==> config.mk <==
export PLATFORM = sky130hd
export DESIGN_NAME = control_unit
export DESIGN_NICKNAME = d
export VERILOG_FILES = /design/src/rtl/control_unit_pkg.sv /design/src/rtl/control_unit_pc.sv /design/src/rtl/control_unit.sv
export SDC_FILE = /design/constraint.sdc
export NUM_CORES = 1
export LEC_CHECK = 0
export CORE_UTILIZATION = 47
export CTS_CLUSTER_SIZE = 25
export DETAILED_ROUTE_END_ITERATION = 12
export GPL_TIMING_DRIVEN = 0
export PLACE_DENSITY_LB_ADDON = 0.12
export SYNTH_ARGS = -nofsm -noshare
export SYNTH_HDL_FRONTEND = slang
export SYNTH_SLANG_ARGS = --single-unit
==> constraint.sdc <==
create_clock -name clock -period 3.45 [get_ports clock]
set_input_delay 0.5175 -clock clock [delete_from_list [all_inputs] [get_ports clock]]
set_output_delay 0.5175 -clock clock [all_outputs]
set_load 0.1 [all_outputs]
==> src/rtl/control_unit_pkg.sv <==
// Shared definitions for the control unit: instruction field positions, opcode map,
// FSM state type and small opcode classification helpers.
package control_unit_pkg;

    localparam int unsigned OPC_MSB = 15;
    localparam int unsigned OPC_LSB = 11;
    localparam int unsigned RD_MSB  = 10;
    localparam int unsigned RD_LSB  = 8;
    localparam int unsigned RS1_MSB = 7;
    localparam int unsigned RS1_LSB = 5;
    localparam int unsigned RS2_MSB = 4;
    localparam int unsigned RS2_LSB = 2;
    localparam int unsigned IMM_MSB = 4;
    localparam int unsigned IMM_LSB = 0;

    localparam logic [4:0] OP_NOP   = 5'h00;
    localparam logic [4:0] OP_ADD   = 5'h01;
    localparam logic [4:0] OP_SUB   = 5'h02;
    localparam logic [4:0] OP_AND   = 5'h03;
    localparam logic [4:0] OP_OR    = 5'h04;
    localparam logic [4:0] OP_XOR   = 5'h05;
    localparam logic [4:0] OP_NOT   = 5'h06;
    localparam logic [4:0] OP_SR    = 5'h07;
    localparam logic [4:0] OP_SL    = 5'h08;
    localparam logic [4:0] OP_ANDI  = 5'h09;
    localparam logic [4:0] OP_ADDI  = 5'h0A;
    localparam logic [4:0] OP_SRI   = 5'h0B;
    localparam logic [4:0] OP_SLI   = 5'h0C;
    localparam logic [4:0] OP_LOAD  = 5'h0D;
    localparam logic [4:0] OP_STORE = 5'h0E;
    localparam logic [4:0] OP_HALT  = 5'h1F;

    typedef enum logic [2:0] {
        S_FETCH     = 3'd0,
        S_DECODE    = 3'd1,
        S_EXECUTE   = 3'd2,
        S_MEMORY    = 3'd3,
        S_WRITEBACK = 3'd4,
        S_HALT      = 3'd5
    } state_t;

    // Opcodes that proceed to EXECUTE; NOP, HALT and unused codes do not.
    function automatic logic is_exec_op(input logic [4:0] op);
        case (op)
            OP_ADD, OP_SUB, OP_AND, OP_OR, OP_XOR, OP_NOT, OP_SR, OP_SL,
            OP_ANDI, OP_ADDI, OP_SRI, OP_SLI, OP_LOAD, OP_STORE: is_exec_op = 1'b1;
            default:                                             is_exec_op = 1'b0;
        endcase
    endfunction

    function automatic logic uses_imm(input logic [4:0] op);
        case (op)
            OP_ANDI, OP_ADDI, OP_SRI, OP_SLI, OP_LOAD, OP_STORE: uses_imm = 1'b1;
            default:                                             uses_imm = 1'b0;
        endcase
    endfunction

    // Memory instructions borrow the adder to form rs1 + imm.
    function automatic logic [4:0] alu_opcode(input logic [4:0] op);
        if (op == OP_LOAD || op == OP_STORE) alu_opcode = OP_ADD;
        else                                 alu_opcode = op;
    endfunction

endpackage

==> src/rtl/control_unit_pc.sv <==
// Program counter: increments on request, wraps at the word boundary, holds while frozen.
module program_counter #(
    parameter int unsigned WIDTH = 16
) (
    input  logic             clock,
    input  logic             reset,
    input  logic             inc_i,
    input  logic             freeze_i,
    output logic [WIDTH-1:0] pc_o
);

    logic [WIDTH-1:0] pc_q, pc_d;

    always_comb begin
        pc_d = pc_q;
        if (inc_i && !freeze_i) pc_d = pc_q + WIDTH'(1);
    end

    always_ff @(posedge clock or posedge reset) begin
        if (reset) pc_q <= '0;
        else       pc_q <= pc_d;
    end

    assign pc_o = pc_q;

endmodule

==> src/rtl/control_unit.sv <==
// Multi-cycle control unit: sequences fetch/decode/execute/memory/writeback over one
// memory port and strobes the ALU and register file; HALT stops the core until reset.
module control_unit
    import control_unit_pkg::*;
#(
    parameter int unsigned WORD_SIZE     = 16,
    parameter int unsigned REG_ADDR_BITS = 3
) (
    input  logic                     clock,
    input  logic                     reset,
    input  logic [WORD_SIZE-1:0]     instr_in,
    input  logic                     mem_ready,
    output logic                     mem_read,
    output logic                     mem_write,
    output logic                     mem_addr_sel,
    output logic [WORD_SIZE-1:0]     pc_out,
    output logic [4:0]               opcode,
    output logic                     alu_enable,
    output logic [REG_ADDR_BITS-1:0] rs1_addr,
    output logic [REG_ADDR_BITS-1:0] rs2_addr,
    output logic [REG_ADDR_BITS-1:0] rd_addr,
    output logic [WORD_SIZE-1:0]     imm_out,
    output logic                     alu_src_imm,
    output logic                     reg_write,
    output logic                     wb_sel,
    output logic                     halted
);

    state_t               state_q, state_d;
    logic [WORD_SIZE-1:0] ir_q, ir_d;
    logic [4:0]           ir_op;
    logic                 is_load, is_store;
    logic                 pc_inc, pc_freeze;

    assign ir_op    = ir_q[OPC_MSB:OPC_LSB];
    assign is_load  = (ir_op == OP_LOAD);
    assign is_store = (ir_op == OP_STORE);

    assign opcode      = alu_opcode(ir_op);
    assign alu_src_imm = uses_imm(ir_op);
    assign rd_addr     = REG_ADDR_BITS'(ir_q[RD_MSB:RD_LSB]);
    assign rs1_addr    = REG_ADDR_BITS'(ir_q[RS1_MSB:RS1_LSB]);
    assign rs2_addr    = REG_ADDR_BITS'(ir_q[RS2_MSB:RS2_LSB]);
    assign imm_out     = WORD_SIZE'(ir_q[IMM_MSB:IMM_LSB]);
    assign pc_freeze   = (state_q == S_HALT);

    program_counter #(.WIDTH(WORD_SIZE)) u_pc (
        .clock    (clock),
        .reset    (reset),
        .inc_i    (pc_inc),
        .freeze_i (pc_freeze),
        .pc_o     (pc_out)
    );

    always_ff @(posedge clock or posedge reset) begin
        if (reset) begin
            state_q <= S_FETCH;
            ir_q    <= '0;
        end else begin
            state_q <= state_d;
            ir_q    <= ir_d;
        end
    end

    always_comb begin
        state_d      = state_q;
        ir_d         = ir_q;
        pc_inc       = 1'b0;
        mem_read     = 1'b0;
        mem_write    = 1'b0;
        mem_addr_sel = 1'b0;
        alu_enable   = 1'b0;
        reg_write    = 1'b0;
        wb_sel       = 1'b0;
        halted       = 1'b0;
        case (state_q)
            S_FETCH: begin
                // Reset already forces FETCH; gating keeps the read request low while held.
                mem_read = !reset;
                if (mem_ready) begin
                    ir_d    = instr_in;
                    pc_inc  = 1'b1;
                    state_d = S_DECODE;
                end
            end
            S_DECODE: begin
                if (ir_op == OP_HALT)       state_d = S_HALT;
                else if (is_exec_op(ir_op)) state_d = S_EXECUTE;
                else                        state_d = S_FETCH;
            end
            S_EXECUTE: begin
                alu_enable = 1'b1;
                state_d    = (is_load || is_store) ? S_MEMORY : S_WRITEBACK;
            end
            S_MEMORY: begin
                mem_addr_sel = 1'b1;
                mem_read     = is_load;
                mem_write    = is_store;
                if (mem_ready) state_d = is_load ? S_WRITEBACK : S_FETCH;
            end
            S_WRITEBACK: begin
                reg_write = 1'b1;
                wb_sel    = is_load;
                state_d   = S_FETCH;
            end
            S_HALT: begin
                halted = 1'b1;
            end
            default: begin
                state_d = S_FETCH;
            end
        endcase
    end

endmodule

==> flow_summary.ini, run 1 <==
[status]
status = finished clean

[placement]
hpwl_mm = 2.86
gp_congestion = 0.827
place_ws_ns = 0.487
io_buffers = 61
dp_cells = 327

[global_routing]
grt_pass1_wl_mm = 6.44
track_usage_pct = 19.7
antenna_found_initial = 0
grt_max_degree = 36
grt_pass1_vias = 1494
grt.busiest_layer = met2
met1_usage_pct = 23.3
use_met2_pct = 33.4
grt-ovfl-total = 0
use_met3_pct = 5.73

[synthesis]
yosys-top-cells-count = 54 x nand2_1, 35 x dfrtp_1, 25 x buf_4, 11 x xnor2_1, 9 x nand3_1
yosysTopAreaCell = dfrtp_1
synthFlopType = dfrtp_1
synthAdderAreaFrac_pct = 0.666
synth_edf_count = 0
postSynthCellCount = 208
synthMuxAreaShare_pct = 0
seq_area_frac_synth_pct = 46.6
synthTopCellsByArea = dfrtp_1 47%, nand2_1 11%, buf_4 10%, xnor2_1 5.1%, nand3_1 2.4%
synth_compound_area_share_pct = 3.26
netlist.area_leader.share_pct = 46.6
synth-async-reset-ratio_pct = 100
synth_xor_area_share_pct = 7.46
synth.most_common_cell = nand2_1
syn_area_um2 = 1880
yosys.area_share.simple_pct = 28.1
ys_types = 36
syn_area_per_cell_um2 = 9.03
ys_warn_count = 0
ys_ff_latch = 35
synth_top_family_by_area = simple AND/OR/NAND/NOR gates

[pwr]
peakVddDrop_v = 0.000232
power_leakage_uw = 0.00125
p_sw_share_pct = 35.7
combPwrFrac_pct = 28.5
p_int_uw = 642
switchingPower_uw = 357
power_frac_seq_pct = 43.7
pwr_density_cell_nw_per_um2 = 369
p_clk_share_pct = 27.7
total_power_uw = 999

[cells_and_area]
antennaDiodeCount = 0
synthToLayoutAreaGrowth_pct = 44.2
fin_nets = 307
final_cells = 336
layout-drive-gt1-share_pct = 15.3
fillers = 317

[timing]
fin_ws_ns = 0.219
fin_crit_sh_pct = 93.7
slew_viol_final = 0
max_freq_mhz = 309
finClkSkew_ns = 0.00381
hold_ws_ns = 0.467
setup_violations = 0
hold_viol_final = 0
tns_ns = 0
maxSlewHeadroom_pct = 33.4
fin_crit_ns = 3.23
tightestPinTransition_ns = 0.996
rsz0062_at_grt = false

[drt]
wl_mm = 3.82
routedWlPerCell_um = 11.4
dr.first_iter.drc_count = 42
ant_nets = 0
vias = 1547
viasPerCell = 4.60
drcViolationCount = 0
first_pass_iters = 4

[critical_path]
critPathKind = flip-flop to output port
rr_worst_depth = 5
startpoint_type = flip-flop
arrival_ns = 2.71
endpoint_kind = output port
required_ns = 2.93
critPathMaxFanout = 7

[floorplan]
placementRows = 22
die_area_um2 = 4250
die_w_um = 65.2
core-area_um2 = 3740
die_h_um = 65.2
start_util_pct = 50.2
ioPinCount = 73

[clock_network]
path_clk_slew_ns = 0.07
clock_path_buffers = 2
clkSinkCount = 35
holdBufCountCts = 0
clkLatencyLatePin_ns = 0.28
cts_tree = yes
cts_root_buf = clkbuf_8
htree_levels = 2
numCtsBuffers = 5

[hold_path]
hp-class = flip-flop to flip-flop
whs_path_depth = 1

[run]
drv_cap = 0
## final timing paths
kind / end / from / slack, ns
max in group asynchronous: ir_q[1]$_DFFE_PP0P_ / reset / 2.37
min in group asynchronous: state_q[2]$_DFFE_PP0P_ / reset / 0.61
min: u_pc.pc_o[15]$_DFFE_PP0P_ / u_pc.pc_o[15]$_DFFE_PP0P_ / 0.47
max: wb_sel / ir_q[15]$_DFFE_PP0P_ / 0.22
min reg2reg: u_pc.pc_o[15]$_DFFE_PP0P_ / u_pc.pc_o[15]$_DFFE_PP0P_ / 0.47
max reg2reg: u_pc.pc_o[13]$_DFFE_PP0P_ / state_q[2]$_DFFE_PP0P_ / 1.54
## stage by stage
stage	util, %	cell area, um2
after global routing	72.4	2710
after CTS	71.6	2680
after floorplan	-	1930
final	72.4	2710
after detailed placement	69.4	2600
after global placement	69.4	2600
## power groups by stage
stage	Combinational, uW	Sequential [uW]	Clock (uW)
after global placement	280	444	0
after CTS	282	437	287
after global routing	296	438	309
after floorplan	197	468	0
after detailed placement	281	444	0
final	285	437	277
## sequential cells by signal, summed over array words and instances (netlist names)
name / cells
ir_q: 16
u_pc.pc_o: 16
state_q: 3
## per-layer routing
metal  routed length [um]  vias to the layer above
met5                    0                        -
met4                   53                        0
met3                  198                        7
met2                 1830                       43
met1                 1740                      693
li1                     -                      804
## area by class of cell
cell class	count	area, um2	area share (%)
sequential	35	876	32.3
clock buffer	7	76.3	2.82
clock inverter	1	5.00	0.185
timing repair buffer	62	641	23.6
buffer	35	241	8.91
inverter	4	15.0	0.554
tap	48	60.1	2.22
multi-input combinational	144	795	29.3
## kinds of logic (layout without fill, tap and decap cells)
logic type      after synthesis  in the layout
compound gates               10             10
xor+xnor                     16             16
fa+ha+maj                     1              1
buf+inv                      39            109
flops                        35             35
other cells                   1             11
simple gates                106            106
## placed cells by master (no fill, tap or decap), types with 2 or more instances in the layout
cell	count
xor2_1	5
nand2_1	54
o21ai_0	4
buf_4	25
conb_1	11
nor3_1	7
nand4_1	5
and2_1	2
clkbuf_8	5
and3_1	3
nor3b_1	2
inv_1	3
nor2_2	3
nor2b_1	2
dfrtp_1	35
clkdlybuf4s50_1	60
buf_6	2
nand3_1	9
xnor2_1	11
nand2b_1	2
clkbuf_1	9
nor2_1	7
nor4_2	2
## critical path, stage by stage, from the launching register on
cell	delay, ns
dfrtp_1	0.46
nand3b_1	0.30
nor3b_1	0.37
and2_1	0.18
clkdlybuf4s50_1	1.12
## repair_timing
item,CTS,global route
buffers inserted,0,0
endpoints found under the setup margin,0,1
endpoints found under the hold margin,0,0
resized for setup,0,1
No activity file was read; power rests on OpenSTA's default activity.
==> run 2, diff against run 1 <==
--- a/config.mk
+++ b/config.mk
@@ -6,6 +6,7 @@
 export NUM_CORES = 1
 export LEC_CHECK = 0
 export CORE_UTILIZATION = 47
+export CTS_BUF_LIST = sky130_fd_sc_hd__clkbuf_4 sky130_fd_sc_hd__clkbuf_8 sky130_fd_sc_hd__clkbuf_16
 export CTS_CLUSTER_SIZE = 25
 export DETAILED_ROUTE_END_ITERATION = 12
 export GPL_TIMING_DRIVEN = 0
==> constraint.sdc (replaced) <==
create_clock -name clock -period 3.45 [get_ports clock]
set_input_delay 0.345 -clock clock [delete_from_list [all_inputs] [get_ports clock]]
set_output_delay 0.345 -clock clock [all_outputs]
set_load 0.1 [all_outputs]
==> flow_summary.ini, run 2 (same netlist as run 1, synthesis figures left out) <==
[timing]
finClkSkew_ns = 0.00421
fin_crit_ns = 3.13
maxSlewHeadroom_pct = 33.4
rsz0062_at_grt = false
slew_viol_final = 0
hold_viol_final = 0
fin_crit_sh_pct = 90.8
max_freq_mhz = 319
tightestPinTransition_ns = 0.996
tns_ns = 0
setup_violations = 0

[floorplan]
die_w_um = 65.2
core-area_um2 = 3740
die_h_um = 65.2
placementRows = 22
start_util_pct = 50.2
ioPinCount = 73
die_area_um2 = 4250

[pwr]
peakVddDrop_v = 0.000235
power_leakage_uw = 0.00124
pwr_density_cell_nw_per_um2 = 374

[cells_and_area]
layout_commonest_cell = clkdlybuf4s50_1
antennaDiodeCount = 0
synthToLayoutAreaGrowth_pct = 44.5
layout-drive-gt1-share_pct = 16.0
mostFrequentLayoutCells = 61 x clkdlybuf4s50_1, 54 x nand2_1, 35 x dfrtp_1, 25 x buf_4
multi_input_area_um2 = 795
fillers = 312
fin_nets = 307
layout.area.seq_um2 = 876
fin_area_um2 = 2710
post-route-util_pct = 72.5

[status]
status = finished clean

[drt]
vias = 1553
ant_nets = 0
viasPerCell = 4.62
dr.max_layer_used = met4
first_pass_iters = 4
dr_wl_met3_um = 193
wl_met1_mm = 1.76
dr.first_iter.drc_count = 46
wl_mm = 3.84
wl_met2_mm = 1.83
routedWlPerCell_um = 11.4
drcViolationCount = 0

[clock_network]
htree_levels = 2
postCtsSetupBuffers = 0
cts_root_buf = clkbuf_8
clkSinkCount = 35
clkLatencyLatePin_ns = 0.28
cts_resized = 0
cts_tree = yes
clock_path_buffers = 2
path_clk_slew_ns = 0.07
numCtsBuffers = 5
holdBufCountCts = 0

[critical_path]
critPathMaxFanout = 7
required_ns = 3.11
arrival_ns = 2.79
endpoint_kind = output port
startpoint_type = flip-flop
critPathKind = flip-flop to output port

[placement]
dpl-instance-area_um2 = 2600
hpwl_mm = 2.86
gp_congestion = 0.827
io_buffers = 61

[global_routing]
grt_pass1_vias = 1497
grt_pass1_wl_mm = 6.46
grt-ovfl-total = 0
track_usage_pct = 19.7
antenna_found_initial = 0
grt_max_degree = 36

[run]
drv_cap = 0

[hold_path]
hp-class = input pin to asynchronous set/reset pin
run 2: cell types whose count changed in the layout (fill, tap and decap cells not counted):
cell,before,now
clkbuf_4,0,2
clkdlybuf4s50_1,60,61
dlymetal6s2s_1,1,0
clkbuf_1,9,7
run 2: worst paths after layout:
check	start	endpoint	slack, ns	cells past startpoint
max reg2reg	state_q[2]$_DFFE_PP0P_	u_pc.pc_o[13]$_DFFE_PP0P_	1.54	5
min	reset	state_q[2]$_DFFE_PP0P_	0.44	2
min in group clock	u_pc.pc_o[15]$_DFFE_PP0P_	u_pc.pc_o[15]$_DFFE_PP0P_	0.47	1
max in group asynchronous	reset	ir_q[3]$_DFFE_PP0P_	2.55	3
max	ir_q[15]$_DFFE_PP0P_	mem_read	0.32	5
min reg2reg	u_pc.pc_o[15]$_DFFE_PP0P_	u_pc.pc_o[15]$_DFFE_PP0P_	0.47	1
run 2: area by class of cell:
type                       instances  area share (%)
sequential                        35            32.3
multi-input combinational        144            29.3
timing repair buffer              62            23.5
buffer                            35            8.90
clock buffer                       7            3.09
tap                               48            2.21
inverter                           4           0.553
clock inverter                     1           0.184
run 2: per-layer routing:
metal  vias to the layer above  track usage [%]
met5                         -                0
met4                         0             7.61
met3                         6             5.73
met2                        44             33.4
met1                       699             23.4
li1                        804                -
run 2: per-stage QoR:
stage	cells	hold slack [ns]	power, uW	setup slack (ns)
final	336	0.441	1020	0.318
after floorplan	218	0.446	665	0.263
after global placement	327	0.460	724	0.677
after global routing	336	0.476	1060	0.148
after CTS	335	0.475	1020	0.345
after detailed placement	327	0.466	725	0.659
run 2: critical path: stages, from the launching register on:
cell	delay, ns
dfrtp_1	0.46
nand3b_1	0.30
nor3b_1	0.37
a31oi_1	0.14
nor2_1	0.11
clkdlybuf4s50_1	1.13
run 2: power breakdown:
| group | internal [uW] | leakage, uW | switching (uW) | total, uW |
|---|---|---|---|---|
| clock | 157 | 0.0000491 | 136 | 293 |
| sequential | 424 | 0.000445 | 13.0 | 437 |
| combinational | 76.7 | 0.000744 | 208 | 285 |
==> patch 1 (flow settings as in run 2) <==
The 6 states of `state_t` get a one-hot encoding in 6 bits.
--- a/src/rtl/control_unit_pkg.sv
+++ b/src/rtl/control_unit_pkg.sv
@@ -30,13 +30,13 @@
     localparam logic [4:0] OP_STORE = 5'h0E;
     localparam logic [4:0] OP_HALT  = 5'h1F;
 
-    typedef enum logic [2:0] {
-        S_FETCH     = 3'd0,
-        S_DECODE    = 3'd1,
-        S_EXECUTE   = 3'd2,
-        S_MEMORY    = 3'd3,
-        S_WRITEBACK = 3'd4,
-        S_HALT      = 3'd5
+    typedef enum logic [5:0] {
+        S_FETCH     = 6'b000001,
+        S_DECODE    = 6'b000010,
+        S_EXECUTE   = 6'b000100,
+        S_MEMORY    = 6'b001000,
+        S_WRITEBACK = 6'b010000,
+        S_HALT      = 6'b100000
     } state_t;
 
     // Opcodes that proceed to EXECUTE; NOP, HALT and unused codes do not.
Formal check against the unedited RTL: same outputs for any inputs over 10 cycles, from zero or initial values and one cycle with reset high; not proved beyond that.
==> patch 1 against run 2 <==
Global-route usage is 2.0 points higher. Synthesized cell count is 14% higher. Routed wire length is 17% higher. Cell count is 8.6% higher. Critical endpoint unchanged. Setup slack better by 0.90 ps. Synthesized area is 12% higher. Die area is 11% higher. Sequential cell count is 3 higher. Design area is 8.2% higher. First-iteration DRC count is 140% higher. Hold slack better by 36 ps.
Power is not shown: default switching activity piles up to over one toggle a cycle in this logic, so the estimate is an artifact.
==> patch 1: results <==
{
  "hp-class": "flip-flop to flip-flop",
  "startpoint_type": "flip-flop",
  "status": "completed",
  "critPathCapture": "mem_read",
  "fmax_mhz": 319.4,
  "routabilityCongestion": 0.8097,
  "drt_wl_total_um": 4492,
  "n_antenna_cell": 0,
  "slew_headroom_pct": 34.49,
  "critical-path-top-delay-family": "buffers and inverters",
  "drt_iter0_markers": 112,
  "drive_above_1_share_pct": 15.56,
  "reg2reg_to": "ir_q[14]",
  "r2r_setup_slack_ps": 1610,
  "rr_worst_depth": 7,
  "grt_max_degree": 40,
  "hpwl_um": 3241,
  "seq_area_frac_synth_pct": 45.35,
  "grt_pass1_wl_um": 7486,
  "finalNetCount": 335,
  "synthDistinctLibCells": 45,
  "skew_ps": 4.116,
  "clk_pin_slew_ps": 70,
  "r2r-start": "state_q[5]",
  "fill_cells": 323,
  "grtUsageTotal_pct": 21.74,
  "ys_top_cells_by_area": "dfrtp_1, nand2_1, buf_4",
  "grt_pass1_vias": 1651,
  "synth_common_cells": "nand2_1, dfrtp_1, buf_4",
  "cp_max_fo": 10,
  "arrival_ps": 2790,
  "postCtsSetupBuffers": 0,
  "route.vias.total": 1775,
  "post-place-ws_ps": 331.9
}
==> patch 1: final cells by class <==
class	count	share of cell area, %
clock buffers	6	2.813
inverters	8	1.023
well taps	50	2.131
flip-flops and latches	38	32.44
multi-input cells	164	31.33
plain buffers	37	8.440
repair buffers	61	20.80
clock inverters	1	1.023
==> patch 1: tightest hold or removal path: stages, from the launching register on <==
cell and delay, ps:
dfrtp_1 340, nand2_1 50, nand2_1 60
==> patch 1: how the worst min path moves through the flow <==
stage / start / end / slack, ps / cells past startpoint
after global placement: u_pc.pc_o[15] / u_pc.pc_o[15] / 460 / 1
after floorplan: ir_q[0] / ir_q[0] / 450 / 2
after CTS: ir_q[1] / ir_q[1] / 480 / 2
after global routing: ir_q[5] / ir_q[5] / 500 / 2
after detailed placement: ir_q[9] / ir_q[9] / 460 / 2
final: ir_q[1] / ir_q[1] / 480 / 2
==> patch 1: cell families after synthesis <==
logic type / after synthesis / synth area share [%]
simple gates: 120 / 28.31
other cells: 1 / 0.1786
flops: 38 / 45.35
compound gates: 14 / 4.768
buf+inv: 45 / 13.23
mux: 1 / 0.4768
fa+ha+maj: 1 / 0.5959
xor+xnor: 17 / 7.092
==> patch 1: routing by layer <==
layer  GRT usage (%)  share of wire (%)  up-vias  routed length [um]
li1                -                  -      900                   -
met1           26.85                 45      813                2026
met2           36.03                 47       55                2129
met3           6.414                6.1        7                 273
met4           7.653                1.4        0                  62
met5               0                  0        -                   0
==> patch 1: metrics by stage <==
stage	cell area, sq um	TNS, ps	hold WS, ps	std cells
finish	2935	0	477.5	365
global route	2935	0	499.9	365
CTS	2935	0	481.5	365
detailed placement	2823	0	463.7	358
global placement	2823	-208.4	455.2	358
floorplan	2150	0	446.9	247
==> patch 2 (flow settings as in run 2) <==
Made on the original files. Take the reset off `ir_q` and load it in a clocked block of its own.
--- a/src/rtl/control_unit.sv
+++ b/src/rtl/control_unit.sv
@@ -55,11 +55,13 @@
     always_ff @(posedge clock or posedge reset) begin
         if (reset) begin
             state_q <= S_FETCH;
-            ir_q    <= '0;
         end else begin
             state_q <= state_d;
-            ir_q    <= ir_d;
         end
+    end
+
+    always_ff @(posedge clock) begin
+        ir_q <= ir_d;
     end
 
     always_comb begin
Behaviour: not the same (a bounded check fails within 4 cycles, from zero or initial values and one cycle with reset high).
==> patch 2 against run 2 <==
Routed wire length is 17% lower. Maximum frequency is 1.4% higher. Synthesized cell count is 25% lower. Design area is 4.4% lower. Sequential cell count is 1 higher. Synthesized area is 5.1% lower. Register-to-register slack worse by 20 ps. Setup slack better by 43 ps. Critical path type unchanged. Largest cell class is now sequential cells. Highest routed layer unchanged.
Power is left out: the tool's default activity adds up to more than one toggle a clock period on the data nets, which glitch-free logic cannot reach.
==> patch 2: results <==
{
  "r2r_setup_slack_ps": 1520,
  "postCtsSetupBuffers": 0,
  "grt_max_degree": 26,
  "synthFlopType": "dfrtp_1",
  "hold_slack_ps": 440.5,
  "postRouteAntennaNets": 0,
  "route.vias.total": 1296,
  "ys_top_cells_by_area": "edfxtp_1, dfrtp_1, buf_4",
  "cp_max_fo": 5,
  "reg2reg_to": "u_pc.pc_o[14]",
  "clk_pin_slew_ps": 60,
  "hold-path-endpoint": "state_q[1]",
  "fill_cells": 276,
  "dpl.cell_count": 275,
  "grt_pass1_wl_um": 5264,
  "r2r-start": "state_q[1]",
  "post-place-ws_ps": 651.2,
  "status": "completed",
  "io_buffers": 61,
  "hpwl_um": 2446,
  "hp-class": "flip-flop to flip-flop",
  "ctsResizeCount": 0,
  "rr_worst_depth": 5,
  "synthDistinctLibCells": 33,
  "arrival_ps": 2740,
  "whs_path_depth": 2,
  "synth_edf_count": 16,
  "clockBufferDepth": 2,
  "htreeDepth": 2,
  "cts_buffers": 5,
  "grtUsageTotal_pct": 17.03,
  "grt_pass1_vias": 1219,
  "tightest_slew_ps": 987.1,
  "seq_area_frac_synth_pct": 54.78,
  "via_per_inst": 4.580,
  "dr.pass1.iters": 4,
  "dpl_cell_area_sq_um": 2507,
  "yosysWarnings": 0,
  "drive_above_1_share_pct": 17.45,
  "drc_errors": 0,
  "insertion_delay_ps": 270,
  "drt_iter0_markers": 55,
  "finalNetCount": 254,
  "n_antenna_cell": 0,
  "root_buffer": "clkbuf_8",
  "syn2layout_area_growth_pct": 45.65,
  "async_flop_share_pct": 52.78,
  "synth_common_cells": "buf_4, dfrtp_1, edfxtp_1",
  "skew_ps": 4.082,
  "routabilityCongestion": 0.8195,
  "syn_avg_cell_area_sq_um": 11.42,
  "antenna_found_initial": 0,
  "drt_wl_total_um": 3181
}
patch 2: cell types whose count changed in the layout (fill, tap and decap cells not counted), sizes merged, moves of 3 or more:
cell | before | now
buf | 29 | 26
clkbuf | 14 | 10
dfrtp | 35 | 19
edfxtp | 0 | 16
nand2 | 54 | 9
xnor2 | 11 | 8
xor2 | 5 | 8
patch 2: cell families (layout without fill, tap and decap cells):
logic type,count (synthesis),in the layout,share of synthesized area (%)
AO/OA/AOI/OAI,6,6,1.966
XOR/XNOR,16,16,7.865
adder cells (fa/ha/maj),1,1,0.7021
buffers and inverters,34,103,12.64
flip-flops,36,36,54.78
multiplexers,1,1,0.6320
other,1,11,0.2105
AND/OR/NAND/NOR,61,61,21.21
patch 2: worst max-delay path, cell delays in order, from the launching register on:
cell and delay (ps):
edfxtp_1 460, nand3b_1 280, nor3b_1 380, a31oi_1 130, nor2_1 90, clkdlybuf4s50_1 1130
patch 2: worst max-delay path by stage:
stage | from | end | slack (ps)
after floorplan | state_q[1] | mem_write | -290
after global placement | ir_q[15] | mem_read | 650
after detailed placement | ir_q[15] | mem_read | 650
after CTS | ir_q[15] | mem_read | 350
after global routing | ir_q[15] | mem_read | 220
final | ir_q[15] | mem_read | 360
patch 2: cell type report:
class	count	share of cell area [%]
Sequential cell	36	37.61
Multi-Input combinational cell	96	24.49
Timing Repair Buffer	61	23.53
Buffer	29	7.956
Clock buffer	7	3.230
Tap cell	48	2.314
Inverter	5	0.7232
Clock inverter	1	0.1446
patch 2: routing by layer:
layer / track usage [%] / up-vias / wire, um
met5: 0 / - / 0
met4: 5.966 / 0 / 21
met3: 6.159 / 2 / 191
met2: 29.92 / 42 / 1654
met1: 18.69 / 597 / 1313
li1: - / 655 / -
